$ cat src/rtl/draw_player_anim.sv
// Animation states shared with the rest of the game logic.
package state_pkg;
    typedef enum logic [2:0] {IDLE, RIGHT1, RIGHT2, LEFT1, LEFT2} State;
endpackage

// Animated player sprite overlay on the VGA stream.
// Latency: every vga_out field is vga_in delayed by exactly 2 clk cycles.
// Backpressure: none; one pixel in and one pixel out per cycle.
// Ports: clk, rst (sync, active-high), vga_in/vga_out (vga_if), xpos/ypos
//   (sprite top-left, latched on vblnk rising edge), move_left/move_right
//   (level requests), state_o (current animation state).
module draw_player_anim
    import state_pkg::*;
#(
    parameter int          SPRITE_W  = 40,
    parameter int          SPRITE_H  = 80,
    parameter logic [11:0] BODY_RGB  = 12'hF0F,
    parameter logic [11:0] EYE_RGB   = 12'h0FF,
    parameter int          FRAME_DIV = 8
) (
    input  logic        clk,
    input  logic        rst,
    vga_if.in           vga_in,
    vga_if.out          vga_out,
    input  logic [11:0] xpos,
    input  logic [11:0] ypos,
    input  logic        move_left,
    input  logic        move_right,
    output State        state_o
);
    localparam int DIV_W = (FRAME_DIV > 1) ? $clog2(FRAME_DIV) : 1;
    localparam logic [DIV_W-1:0] DIV_LAST = DIV_W'(FRAME_DIV - 1);

    // Sprite-local column/row boundaries.
    localparam logic [11:0] W8  = 12'(SPRITE_W / 8);
    localparam logic [11:0] W4  = 12'(SPRITE_W / 4);
    localparam logic [11:0] W38 = 12'(3 * SPRITE_W / 8);
    localparam logic [11:0] W58 = 12'(5 * SPRITE_W / 8);
    localparam logic [11:0] W34 = 12'(3 * SPRITE_W / 4);
    localparam logic [11:0] W78 = 12'(7 * SPRITE_W / 8);
    localparam logic [11:0] H8  = 12'(SPRITE_H / 8);
    localparam logic [11:0] H4  = 12'(SPRITE_H / 4);
    localparam logic [11:0] H34 = 12'(3 * SPRITE_H / 4);

    typedef struct packed {
        logic [10:0] vcount;
        logic [10:0] hcount;
        logic        vsync;
        logic        hsync;
        logic        vblnk;
        logic        hblnk;
        logic [11:0] rgb;
    } pix_t;

    typedef struct packed {
        pix_t        pix;
        logic        in_box;
        logic [11:0] rx;
        logic [11:0] ry;
        State        st;
    } stage1_t;

    logic             vblnk_prev_q;
    logic [11:0]      x_lat_q, x_lat_d, y_lat_q, y_lat_d;
    logic             mv_l_q, mv_l_d, mv_r_q, mv_r_d;
    State             state_q, state_d;
    logic [DIV_W-1:0] div_q, div_d;
    stage1_t          s1_q, s1_d;
    pix_t             s2_q, s2_d;

    logic tick, go_r, go_l;
    logic [12:0] h13, v13, x13, y13;
    logic body, leg_col, eye_col, eye_row;

    // Frame latching and walk FSM
    always_comb begin
        tick    = vga_in.vblnk & ~vblnk_prev_q;
        x_lat_d = tick ? xpos : x_lat_q;
        y_lat_d = tick ? ypos : y_lat_q;
        mv_l_d  = tick ? move_left  : mv_l_q;
        mv_r_d  = tick ? move_right : mv_r_q;
        go_r    = mv_r_d & ~mv_l_d;
        go_l    = mv_l_d & ~mv_r_d;
        state_d = state_q;
        div_d   = div_q;
        if (tick) begin
            if (go_r) begin
                if (state_q != RIGHT1 && state_q != RIGHT2) begin
                    state_d = RIGHT1;
                    div_d   = '0;
                end else if (div_q == DIV_LAST) begin
                    state_d = (state_q == RIGHT1) ? RIGHT2 : RIGHT1;
                    div_d   = '0;
                end else begin
                    div_d = div_q + 1'b1;
                end
            end else if (go_l) begin
                if (state_q != LEFT1 && state_q != LEFT2) begin
                    state_d = LEFT1;
                    div_d   = '0;
                end else if (div_q == DIV_LAST) begin
                    state_d = (state_q == LEFT1) ? LEFT2 : LEFT1;
                    div_d   = '0;
                end else begin
                    div_d = div_q + 1'b1;
                end
            end else begin
                state_d = IDLE;
                div_d   = '0;
            end
        end
    end

    // Stage 1: box test in 13 bits so a sprite near the right/bottom edge
    // clips instead of wrapping back onto column/row 0.
    always_comb begin
        h13 = {2'b00, vga_in.hcount};
        v13 = {2'b00, vga_in.vcount};
        x13 = {1'b0, x_lat_q};
        y13 = {1'b0, y_lat_q};
        s1_d.pix.vcount = vga_in.vcount;
        s1_d.pix.hcount = vga_in.hcount;
        s1_d.pix.vsync  = vga_in.vsync;
        s1_d.pix.hsync  = vga_in.hsync;
        s1_d.pix.vblnk  = vga_in.vblnk;
        s1_d.pix.hblnk  = vga_in.hblnk;
        s1_d.pix.rgb    = vga_in.rgb;
        s1_d.in_box = (h13 >= x13) && (h13 < x13 + 13'(SPRITE_W)) &&
                      (v13 >= y13) && (v13 < y13 + 13'(SPRITE_H));
        s1_d.rx = {1'b0, vga_in.hcount} - x_lat_q;
        s1_d.ry = {1'b0, vga_in.vcount} - y_lat_q;
        s1_d.st = state_q;
    end

    // Stage 2: shape lookup; rx/ry are only meaningful when in_box is set.
    always_comb begin
        body    = s1_q.ry < H34;
        eye_row = (s1_q.ry >= H8) && (s1_q.ry < H4);
        case (s1_q.st)
            IDLE: begin
                leg_col = (s1_q.rx < W38) || (s1_q.rx >= W58);
                eye_col = ((s1_q.rx >= W8) && (s1_q.rx < W4)) ||
                          ((s1_q.rx >= W34) && (s1_q.rx < W78));
            end
            RIGHT1, LEFT1: begin
                leg_col = ((s1_q.rx >= W8) && (s1_q.rx < W38)) ||
                          ((s1_q.rx >= W58) && (s1_q.rx < W78));
                eye_col = (s1_q.st == RIGHT1) ? (s1_q.rx >= W78) : (s1_q.rx < W8);
            end
            default: begin
                leg_col = (s1_q.rx >= W38) && (s1_q.rx < W58);
                eye_col = (s1_q.st == RIGHT2) ? (s1_q.rx >= W78) : (s1_q.rx < W8);
            end
        endcase
        s2_d = s1_q.pix;
        if (s1_q.in_box && !s1_q.pix.hblnk && !s1_q.pix.vblnk) begin
            if (eye_row && eye_col)
                s2_d.rgb = EYE_RGB;
            else if (body || leg_col)
                s2_d.rgb = BODY_RGB;
        end
    end

    always_ff @(posedge clk) begin
        if (rst) begin
            vblnk_prev_q <= 1'b0;
            x_lat_q      <= '0;
            y_lat_q      <= '0;
            mv_l_q       <= 1'b0;
            mv_r_q       <= 1'b0;
            state_q      <= IDLE;
            div_q        <= '0;
            s1_q         <= '0;
            s2_q         <= '0;
        end else begin
            vblnk_prev_q <= vga_in.vblnk;
            x_lat_q      <= x_lat_d;
            y_lat_q      <= y_lat_d;
            mv_l_q       <= mv_l_d;
            mv_r_q       <= mv_r_d;
            state_q      <= state_d;
            div_q        <= div_d;
            s1_q         <= s1_d;
            s2_q         <= s2_d;
        end
    end

    assign vga_out.vcount = s2_q.vcount;
    assign vga_out.hcount = s2_q.hcount;
    assign vga_out.vsync  = s2_q.vsync;
    assign vga_out.hsync  = s2_q.hsync;
    assign vga_out.vblnk  = s2_q.vblnk;
    assign vga_out.hblnk  = s2_q.hblnk;
    assign vga_out.rgb    = s2_q.rgb;
    assign state_o        = state_q;
endmodule
$ cat src/rtl/draw_player_anim_if.sv
// VGA timing/pixel bundle passed between the drawing stages.
// Ports: vcount/hcount (11b), vsync, hsync, vblnk, hblnk, rgb (12b).
// Modport "in" is for a stage's upstream side, "out" for its downstream side.
interface vga_if;
    logic [10:0] vcount;
    logic [10:0] hcount;
    logic        vsync;
    logic        hsync;
    logic        vblnk;
    logic        hblnk;
    logic [11:0] rgb;

    modport in  (input  vcount, hcount, vsync, hsync, vblnk, hblnk, rgb);
    modport out (output vcount, hcount, vsync, hsync, vblnk, hblnk, rgb);
endinterface

$ cat src/flat_wrapper.sv
// flat-port wrapper written by rule: the top's interface ports become plain ports
module draw_player_anim_flat import state_pkg::*;
#(
    parameter int          SPRITE_W  = 40,
    parameter int          SPRITE_H  = 80,
    parameter logic [11:0] BODY_RGB  = 12'hF0F,
    parameter logic [11:0] EYE_RGB   = 12'h0FF,
    parameter int          FRAME_DIV = 8
)
  (clk, rst, xpos, ypos, move_left, move_right, state_o, vga_in_vcount, vga_in_hcount, vga_in_vsync, vga_in_hsync, vga_in_vblnk, vga_in_hblnk, vga_in_rgb, vga_out_vcount, vga_out_hcount, vga_out_vsync, vga_out_hsync, vga_out_vblnk, vga_out_hblnk, vga_out_rgb);
  vga_if vga_in_i ();
  vga_if vga_out_i ();
  input  logic clk;
  input  logic rst;
  input  logic [11:0] xpos;
  input  logic [11:0] ypos;
  input  logic move_left;
  input  logic move_right;
  output State state_o;
  input wire logic [$bits(vga_in_i.vcount)-1:0] vga_in_vcount;
  input wire logic [$bits(vga_in_i.hcount)-1:0] vga_in_hcount;
  input wire logic [$bits(vga_in_i.vsync)-1:0] vga_in_vsync;
  input wire logic [$bits(vga_in_i.hsync)-1:0] vga_in_hsync;
  input wire logic [$bits(vga_in_i.vblnk)-1:0] vga_in_vblnk;
  input wire logic [$bits(vga_in_i.hblnk)-1:0] vga_in_hblnk;
  input wire logic [$bits(vga_in_i.rgb)-1:0] vga_in_rgb;
  output wire logic [$bits(vga_out_i.vcount)-1:0] vga_out_vcount;
  output wire logic [$bits(vga_out_i.hcount)-1:0] vga_out_hcount;
  output wire logic [$bits(vga_out_i.vsync)-1:0] vga_out_vsync;
  output wire logic [$bits(vga_out_i.hsync)-1:0] vga_out_hsync;
  output wire logic [$bits(vga_out_i.vblnk)-1:0] vga_out_vblnk;
  output wire logic [$bits(vga_out_i.hblnk)-1:0] vga_out_hblnk;
  output wire logic [$bits(vga_out_i.rgb)-1:0] vga_out_rgb;
  assign vga_in_i.vcount = vga_in_vcount;
  assign vga_in_i.hcount = vga_in_hcount;
  assign vga_in_i.vsync = vga_in_vsync;
  assign vga_in_i.hsync = vga_in_hsync;
  assign vga_in_i.vblnk = vga_in_vblnk;
  assign vga_in_i.hblnk = vga_in_hblnk;
  assign vga_in_i.rgb = vga_in_rgb;
  assign vga_out_vcount = vga_out_i.vcount;
  assign vga_out_hcount = vga_out_i.hcount;
  assign vga_out_vsync = vga_out_i.vsync;
  assign vga_out_hsync = vga_out_i.hsync;
  assign vga_out_vblnk = vga_out_i.vblnk;
  assign vga_out_hblnk = vga_out_i.hblnk;
  assign vga_out_rgb = vga_out_i.rgb;
  draw_player_anim #(.SPRITE_W(SPRITE_W), .SPRITE_H(SPRITE_H), .BODY_RGB(BODY_RGB), .EYE_RGB(EYE_RGB), .FRAME_DIV(FRAME_DIV)) u_core (.clk(clk), .rst(rst), .vga_in(vga_in_i), .vga_out(vga_out_i), .xpos(xpos), .ypos(ypos), .move_left(move_left), .move_right(move_right), .state_o(state_o));
endmodule
$ cat config.mk
export PLATFORM = sky130hd
export DESIGN_NAME = draw_player_anim_flat
export DESIGN_NICKNAME = d
export VERILOG_FILES = /design/src/rtl/draw_player_anim.sv /design/src/rtl/draw_player_anim_if.sv /design/src/flat_wrapper.sv
export SDC_FILE = /design/constraint.sdc
export NUM_CORES = 1
export LEC_CHECK = 0
export ABC_AREA = 1
export BUFFER_PORTS_ARGS = -buffer_cell sky130_fd_sc_hd__clkbuf_2
export CAP_MARGIN = 20
export CELL_PAD_IN_SITES_DETAIL_PLACEMENT = 1
export CELL_PAD_IN_SITES_GLOBAL_PLACEMENT = 1
export CORE_UTILIZATION = 40
export DETAILED_ROUTE_END_ITERATION = 10
export PLACE_DENSITY_LB_ADDON = 0.25
export SYNTH_ARGS = -nofsm -noshare
export SYNTH_HDL_FRONTEND = slang
export SYNTH_SLANG_ARGS = --single-unit
$ cat constraint.sdc
create_clock -name clk -period 2.12 [get_ports clk]
set_clock_uncertainty 0.05 [all_clocks]
set_input_delay 0.106 -clock clk [delete_from_list [all_inputs] [get_ports clk]]
set_output_delay 0.106 -clock clk [all_outputs]
set_load 0.02 [all_outputs]
---- Yosys cells after proc, flatten, opt, wreduce, memory -nomap -nowiden ----
Cells that the tools add are included.
word-level totals
  flip-flop bits (word level) ............. 136
  logic and storage cells ................. 109
cells by class
  add/subtract/negate cells ............... 5
  $lt $le $gt $ge ......................... 17
  equal/unequal tests ..................... 12
  mux-type cells .......................... 22
  bitwise operators ....................... 6
  reductions and logical operators ........ 23
operator list
  kind                     number
  $mux W12                 3
  $mux W3                  12
  $lt A11 B13 Y1           2
  $ge A11 B12 Y1           2
  $ge A12 B4 Y1 const B    2
  $ge A12 B5 Y1 const B    2
  $lt A12 B4 Y1 const B    2
  $lt A12 B5 Y1 const B    2
  $lt A12 B6 Y1 const B    2
  $sub A11 B12 Y12         2
  $logic_and A1 B1 Y1      14
  $add A12 B6 Y13 const B  1
  $add A12 B7 Y13 const B  1
  $ge A12 B3 Y1 const B    1
  $ge A12 B6 Y1 const B    1
  $lt A12 B3 Y1 const B    1
  $eq A3 B2 Y1 const B     3
  $eq A3 B1 Y1 const B     2
  $ne A3 B2 Y1 const B     2
  $ne A3 B3 Y1 const B     2
  $logic_or A1 B1 Y1       4
  $mux W1                  4
  $ne A4 B3 Y1 const B     1
  $pmux W1 S2              2
  other kinds (10)         15

---- Logic depth before layout (Yosys ltp) ----
  depth in word-level cells ............... 8
  gate-level depth with buffers ........... 14
  gate-level depth less buffers ........... 14

---- Least setup slack after synthesis ----
OpenSTA, ideal clock, no wires.
  path type ............................... register to register
  from .................................... register u_core.x_lat_q[3]
  to ...................................... register u_core.s1_q[27] (netlist bit)
  setup time .............................. 110 ps
  data arrival time ....................... 1753 ps
  required time ........................... 1960 ps
  path slack .............................. 207 ps
  stages on the path, launching flop included .. 15
  buffers on the path ..................... 0
  period minus slack after synthesis ...... 1913 ps
  cell sequence ........................... dfxtp_1 inv_1 o21ai_0 nand3_1 xor2_1 ha_1 inv_1 nor3_1 nor2_1 nand3_1 nand3_1 nand2_1 nand2_1 nand2_1 nor2_1
between the ends
  cells in the longest elaborated chain, start to end .. 5
RTL lines
  item                                  RTL line                 source
  from (decl)                           draw_player_anim.sv:64   logic [11:0] x_lat_q, x_lat_d, y_lat_q, y_lat_d;
  from (signal assigned)                draw_player_anim.sv:177  x_lat_q <= x_lat_d;
  $add A12 B6 Y13                       draw_player_anim.sv:128  s1_d.in_box = (h13 >= x13) && (h13 < x13 + 13'(SPRITE_W)) &&
  $lt A11 B13 Y1                        draw_player_anim.sv:128
  $logic_and A1 B1 Y1 (*) (2 in a row)  draw_player_anim.sv:128
  $logic_and A1 B1 Y1 (*)               draw_player_anim.sv:129  (v13 >= y13) && (v13 < y13 + 13'(SPRITE_H));
  to (signal assigned)                  draw_player_anim.sv:173  s1_q <= '0;
  to (signal assigned)                  draw_player_anim.sv:183  s1_q <= s1_d;
  to (decl)                             draw_player_anim.sv:68   stage1_t s1_q, s1_d;
Mark *: on every way between the ends. The rest lies on a longest branch, timed or not.
A chain may end at the register's enable or synchronous reset.

---- Worst setup path after layout ----
  from .................................... register u_core.x_lat_q[4]
  to ...................................... register u_core.s1_q[27] (netlist bit)
The elaborated chain is that of the path after synthesis.

==> results summary <==
The run finished, with violations left. The final reports fail on DRC. The maximum number of pins on one net before global-route repair is 89. The final hold slack is 0.004783 ns. The maximum ir drop on the vdd rail is 0.5093 mV. The post-detailed-route via-to-cell ratio is 4.775. The depth of the most critical reg-to-reg path came out at 14. The residual DRC count came out at 11. The number of buffers inserted during clock tree synthesis is 17. Averaged over all synthesized cells, the footprint is 7.483 µm². The start of the worst register-to-register path is u_core.x_lat_q[4].

The min-delay analysis places its worst path in the category input pin to flip-flop. In this run the standard cell core region covers 14700 µm². The cell area after layout came out at 8056 µm². The pre-antenna-repair detailed-routing pass consisted of 8 iterations. The netlist area before placement came out at 6098 µm². The number of nets in the finished design is 1095. For this design the static power due to leakage is 3.987 nW. The total die area came out at 15740 µm². In this run the critical register-to-register path is captured at u_core.s1_q[27].

The destination of the worst hold path is u_core.x_lat_q[0]. The instance area after placement came out at 6838 µm². The transition time at the pin with the least slew margin came out at 0.5289 ns.

The average wire length per cell after detail routing is 13.99 µm. TritonCTS built the clock tree. The die height is 125.5 µm. Port buffering added 106 buffers. The max capacitance violation total is 0.

The source of the worst hold timing path is xpos[0]. The share of the clock period used by the worst path is 94.25%. The number of nets produced by synthesis is 924. The total overflow reported by the global router is 0. For this configuration, the core starts out at a cell density of 41.49%. The data required time at the worst endpoint came out at 2.38 ns. The share of layout cells above drive strength 1 is 17.33%. The design draws 0.006873 W. The launching element type of the critical path is a flip-flop. After the first detailed-routing iteration, the DRC count stood at 208. The kind of end point of the critical path is a flip-flop. The normalized max-slew margin came out at 64.37%. After clock tree synthesis, the clock-pin slew on the worst setup and hold paths is 0.06 ns. During I/O placement, the number of pins put on the boundary was 107.

The total inserted antenna cells came out at 0. The most used flip-flop cell after synthesis is sky130_fd_sc_hd__dfxtp_1. The setup-violating endpoint count in the final report came out at 0.

In this run the remaining antenna-violating nets after routing total 0. The number of H-tree branching levels is 4. Setup repair after global routing could not meet its margin everywhere. The clock latency on the worst-skew pair is 0.42 ns.

The max-slew violation total from the final report is 0. Based on the critical path, the design can be clocked at up to 500.5 MHz. Routability-driven placement finished with a final weighted congestion of 0.8582.

The category of the most critical setup path is flip-flop to flip-flop. The cell area power density is 853.0 nW/µm². Counting flops with a built-in enable in the synthesized netlist gives 0. Counting every instance in the synthesized netlist gives 815. The number of global-route vias before repair came out at 6039. The estimated wirelength of the detail-placed design is 11380 µm.

The async set-reset flop share out of synthesis came out at 0%. The die width came out at 125.5 µm. During synthesis, Yosys emitted a total of 0 warnings. The layout overhead on the synthesized area came out at 32.11%. The count of clock tree sinks came out at 135. The initial antenna violation count came out at 0. The first global-routing pass estimated 27780 µm of wire. The post-layout minimum cycle time came out at 1.998 ns. The detailed router placed 5644 vias in this run.

The highest fanout seen on the critical path came out at 3. The count of endpoints failing hold in the final timing report is 0. In this run, synthesis produced a sequential element count of 135.

The longest clock path from root to sink contains 2 buffers. The count of cell types in the netlist came out at 36. The overall routed net length is 16540 µm. Summing the sequential cell areas from Yosys gives 44.32% of the chip area. The initialized floorplan defines 44 standard-cell rows.

The critical path data arrival time is 2.26 ns. The global-route total usage across every layer came out at 22.06%. The worst hold path depth is 3. In this run the register-to-register setup slack is 0.12 ns. The root buffer cell is sky130_fd_sc_hd__clkbuf_16.
-- Yosys cell counts (5+ instances only) --
cell | number | area share [%]
sky130_fd_sc_hd__xor2_1 | 12 | 1.7
sky130_fd_sc_hd__nor3_1 | 10 | 0.82
sky130_fd_sc_hd__nor2_1 | 130 | 8.0
sky130_fd_sc_hd__a21oi_1 | 79 | 6.5
sky130_fd_sc_hd__nand2_2 | 5 | 0.51
sky130_fd_sc_hd__clkbuf_1 | 18 | 1.1
sky130_fd_sc_hd__nand2_1 | 106 | 6.5
sky130_fd_sc_hd__nand4_1 | 9 | 0.92
sky130_fd_sc_hd__ha_1 | 41 | 8.4
sky130_fd_sc_hd__inv_1 | 148 | 9.1
sky130_fd_sc_hd__o21ai_0 | 51 | 4.2
sky130_fd_sc_hd__dfxtp_1 | 135 | 44
sky130_fd_sc_hd__nand3_1 | 27 | 2.2
-- registers in the layout, indices dropped and copies added (netlist names), 3 cells and up --
| name | count |
|---|---|
| u_core.y_lat_q | 12 |
| u_core.s1_q | 64 |
| u_core.state_o | 3 |
| u_core.vga_out.vcount | 11 |
| u_core.vga_out.rgb | 12 |
| u_core.x_lat_q | 12 |
| u_core.vga_out.hcount | 11 |
| u_core.div_q | 3 |
-- what timing repair did --
action | CTS | global route
endpoints found under the hold margin | 61 | 0
buffers inserted | 0 | 1
endpoints found under the setup margin | 1 | 4
resized for setup | 1 | 10
pin swaps | 0 | 2
hold buffers | 61 | 0
-- report_power, final --
group	switching (W)	internal (W)	leakage [nW]	total [W]
combinational	0.000715	0.000478	2.59	0.00119
sequential	0.0000872	0.00271	1.12	0.00280
clock	0.00110	0.00178	0.277	0.00288
-- critical path: stages, from the launching register on --
cell                      delay [ns]
sky130_fd_sc_hd__dfxtp_1        0.33
sky130_fd_sc_hd__inv_1          0.09
sky130_fd_sc_hd__o21ai_2        0.18
sky130_fd_sc_hd__nand3_2        0.10
sky130_fd_sc_hd__xor2_1         0.15
sky130_fd_sc_hd__ha_1           0.30
sky130_fd_sc_hd__inv_1          0.06
sky130_fd_sc_hd__nor3_1         0.19
sky130_fd_sc_hd__nor2_1         0.07
sky130_fd_sc_hd__nand3_1        0.10
sky130_fd_sc_hd__nand3_1        0.07
sky130_fd_sc_hd__nand2_1        0.06
sky130_fd_sc_hd__nand2_1        0.04
sky130_fd_sc_hd__nand2_1        0.06
sky130_fd_sc_hd__nor2_1         0.03
-- per-stage QoR --
stage / util (%) / setup WS (ns) / std cells / setup TNS (ns)
finish: 54.81 / 0.1219 / 1182 / 0
global route: 54.81 / -0.05820 / 1182 / -0.05820
CTS: 54.62 / 0.01636 / 1181 / 0
detailed placement: 46.52 / 0.07119 / 1089 / 0
global placement: 46.52 / 0.1217 / 1089 / 0
floorplan: - / 0.2067 / 815 / 0
-- cells by family (layout without fill, tap and decap cells) --
| logic type | after synthesis | in the layout | share of synthesized area [%] |
|---|---|---|---|
| XOR/XNOR | 12 | 12 | 1.723 |
| AO/OA/AOI/OAI | 149 | 149 | 12.93 |
| flip-flops | 135 | 135 | 44.32 |
| adder cells (fa/ha/maj) | 43 | 43 | 9.069 |
| AND/OR/NAND/NOR | 301 | 301 | 20.99 |
| buffers and inverters | 175 | 358 | 10.98 |
-- placed cells by master, fill, tap and decap left out, types with 8 or more instances in the layout --
master | Yosys | routed
sky130_fd_sc_hd__a21oi_1 | 79 | 78
sky130_fd_sc_hd__clkbuf_16 | 0 | 17
sky130_fd_sc_hd__clkbuf_2 | 0 | 105
sky130_fd_sc_hd__dfxtp_1 | 135 | 135
sky130_fd_sc_hd__dlygate4sd3_1 | 0 | 61
sky130_fd_sc_hd__ha_1 | 41 | 41
sky130_fd_sc_hd__inv_1 | 148 | 148
sky130_fd_sc_hd__nand2_1 | 106 | 106
sky130_fd_sc_hd__nand3_1 | 27 | 26
sky130_fd_sc_hd__nand4_1 | 9 | 9
sky130_fd_sc_hd__nor2_1 | 130 | 130
sky130_fd_sc_hd__nor3_1 | 10 | 9
sky130_fd_sc_hd__o21ai_0 | 51 | 45
sky130_fd_sc_hd__o21ai_1 | 3 | 8
sky130_fd_sc_hd__xor2_1 | 12 | 12
-- layout make-up --
| class | instances | area, µm² |
|---|---|---|
| fill | 1841 | 6643 |
| clock buffer | 19 | 452.9 |
| sequential | 135 | 2703 |
| multi-input combinational | 505 | 2746 |
| timing repair buffer | 175 | 1226 |
| clock inverter | 12 | 127.6 |
| tap | 184 | 230.2 |
| inverter | 152 | 570.5 |
-- layer usage --
| metal | track usage [%] | vias up | routed length (µm) |
|---|---|---|---|
| met4 | 8.106 | 0 | 242 |
| met1 | 25.64 | 2619 | 7454 |
| met5 | 0 | - | 0 |
| li1 | - | 2902 | - |
| met2 | 40.46 | 104 | 8317 |
| met3 | 3.594 | 19 | 525 |
-- worst max path at each step --
| stage | slack, ns | start | end |
|---|---|---|---|
| 2_1_floorplan | 0.21 | u_core.x_lat_q[3] | u_core.s1_q[27] |
| 3_3_place_gp | 0.12 | u_core.x_lat_q[3] | u_core.s1_q[27] |
| 3_5_place_dp | 0.07 | u_core.x_lat_q[3] | u_core.s1_q[27] |
| 4_1_cts | 0.02 | u_core.x_lat_q[3] | u_core.s1_q[27] |
| 5_1_grt | -0.06 | vga_in_hcount[0] | u_core.s1_q[27] |
| 6_report | 0.12 | u_core.x_lat_q[4] | u_core.s1_q[27] |
No activity file was read; power rests on OpenSTA's default activity.
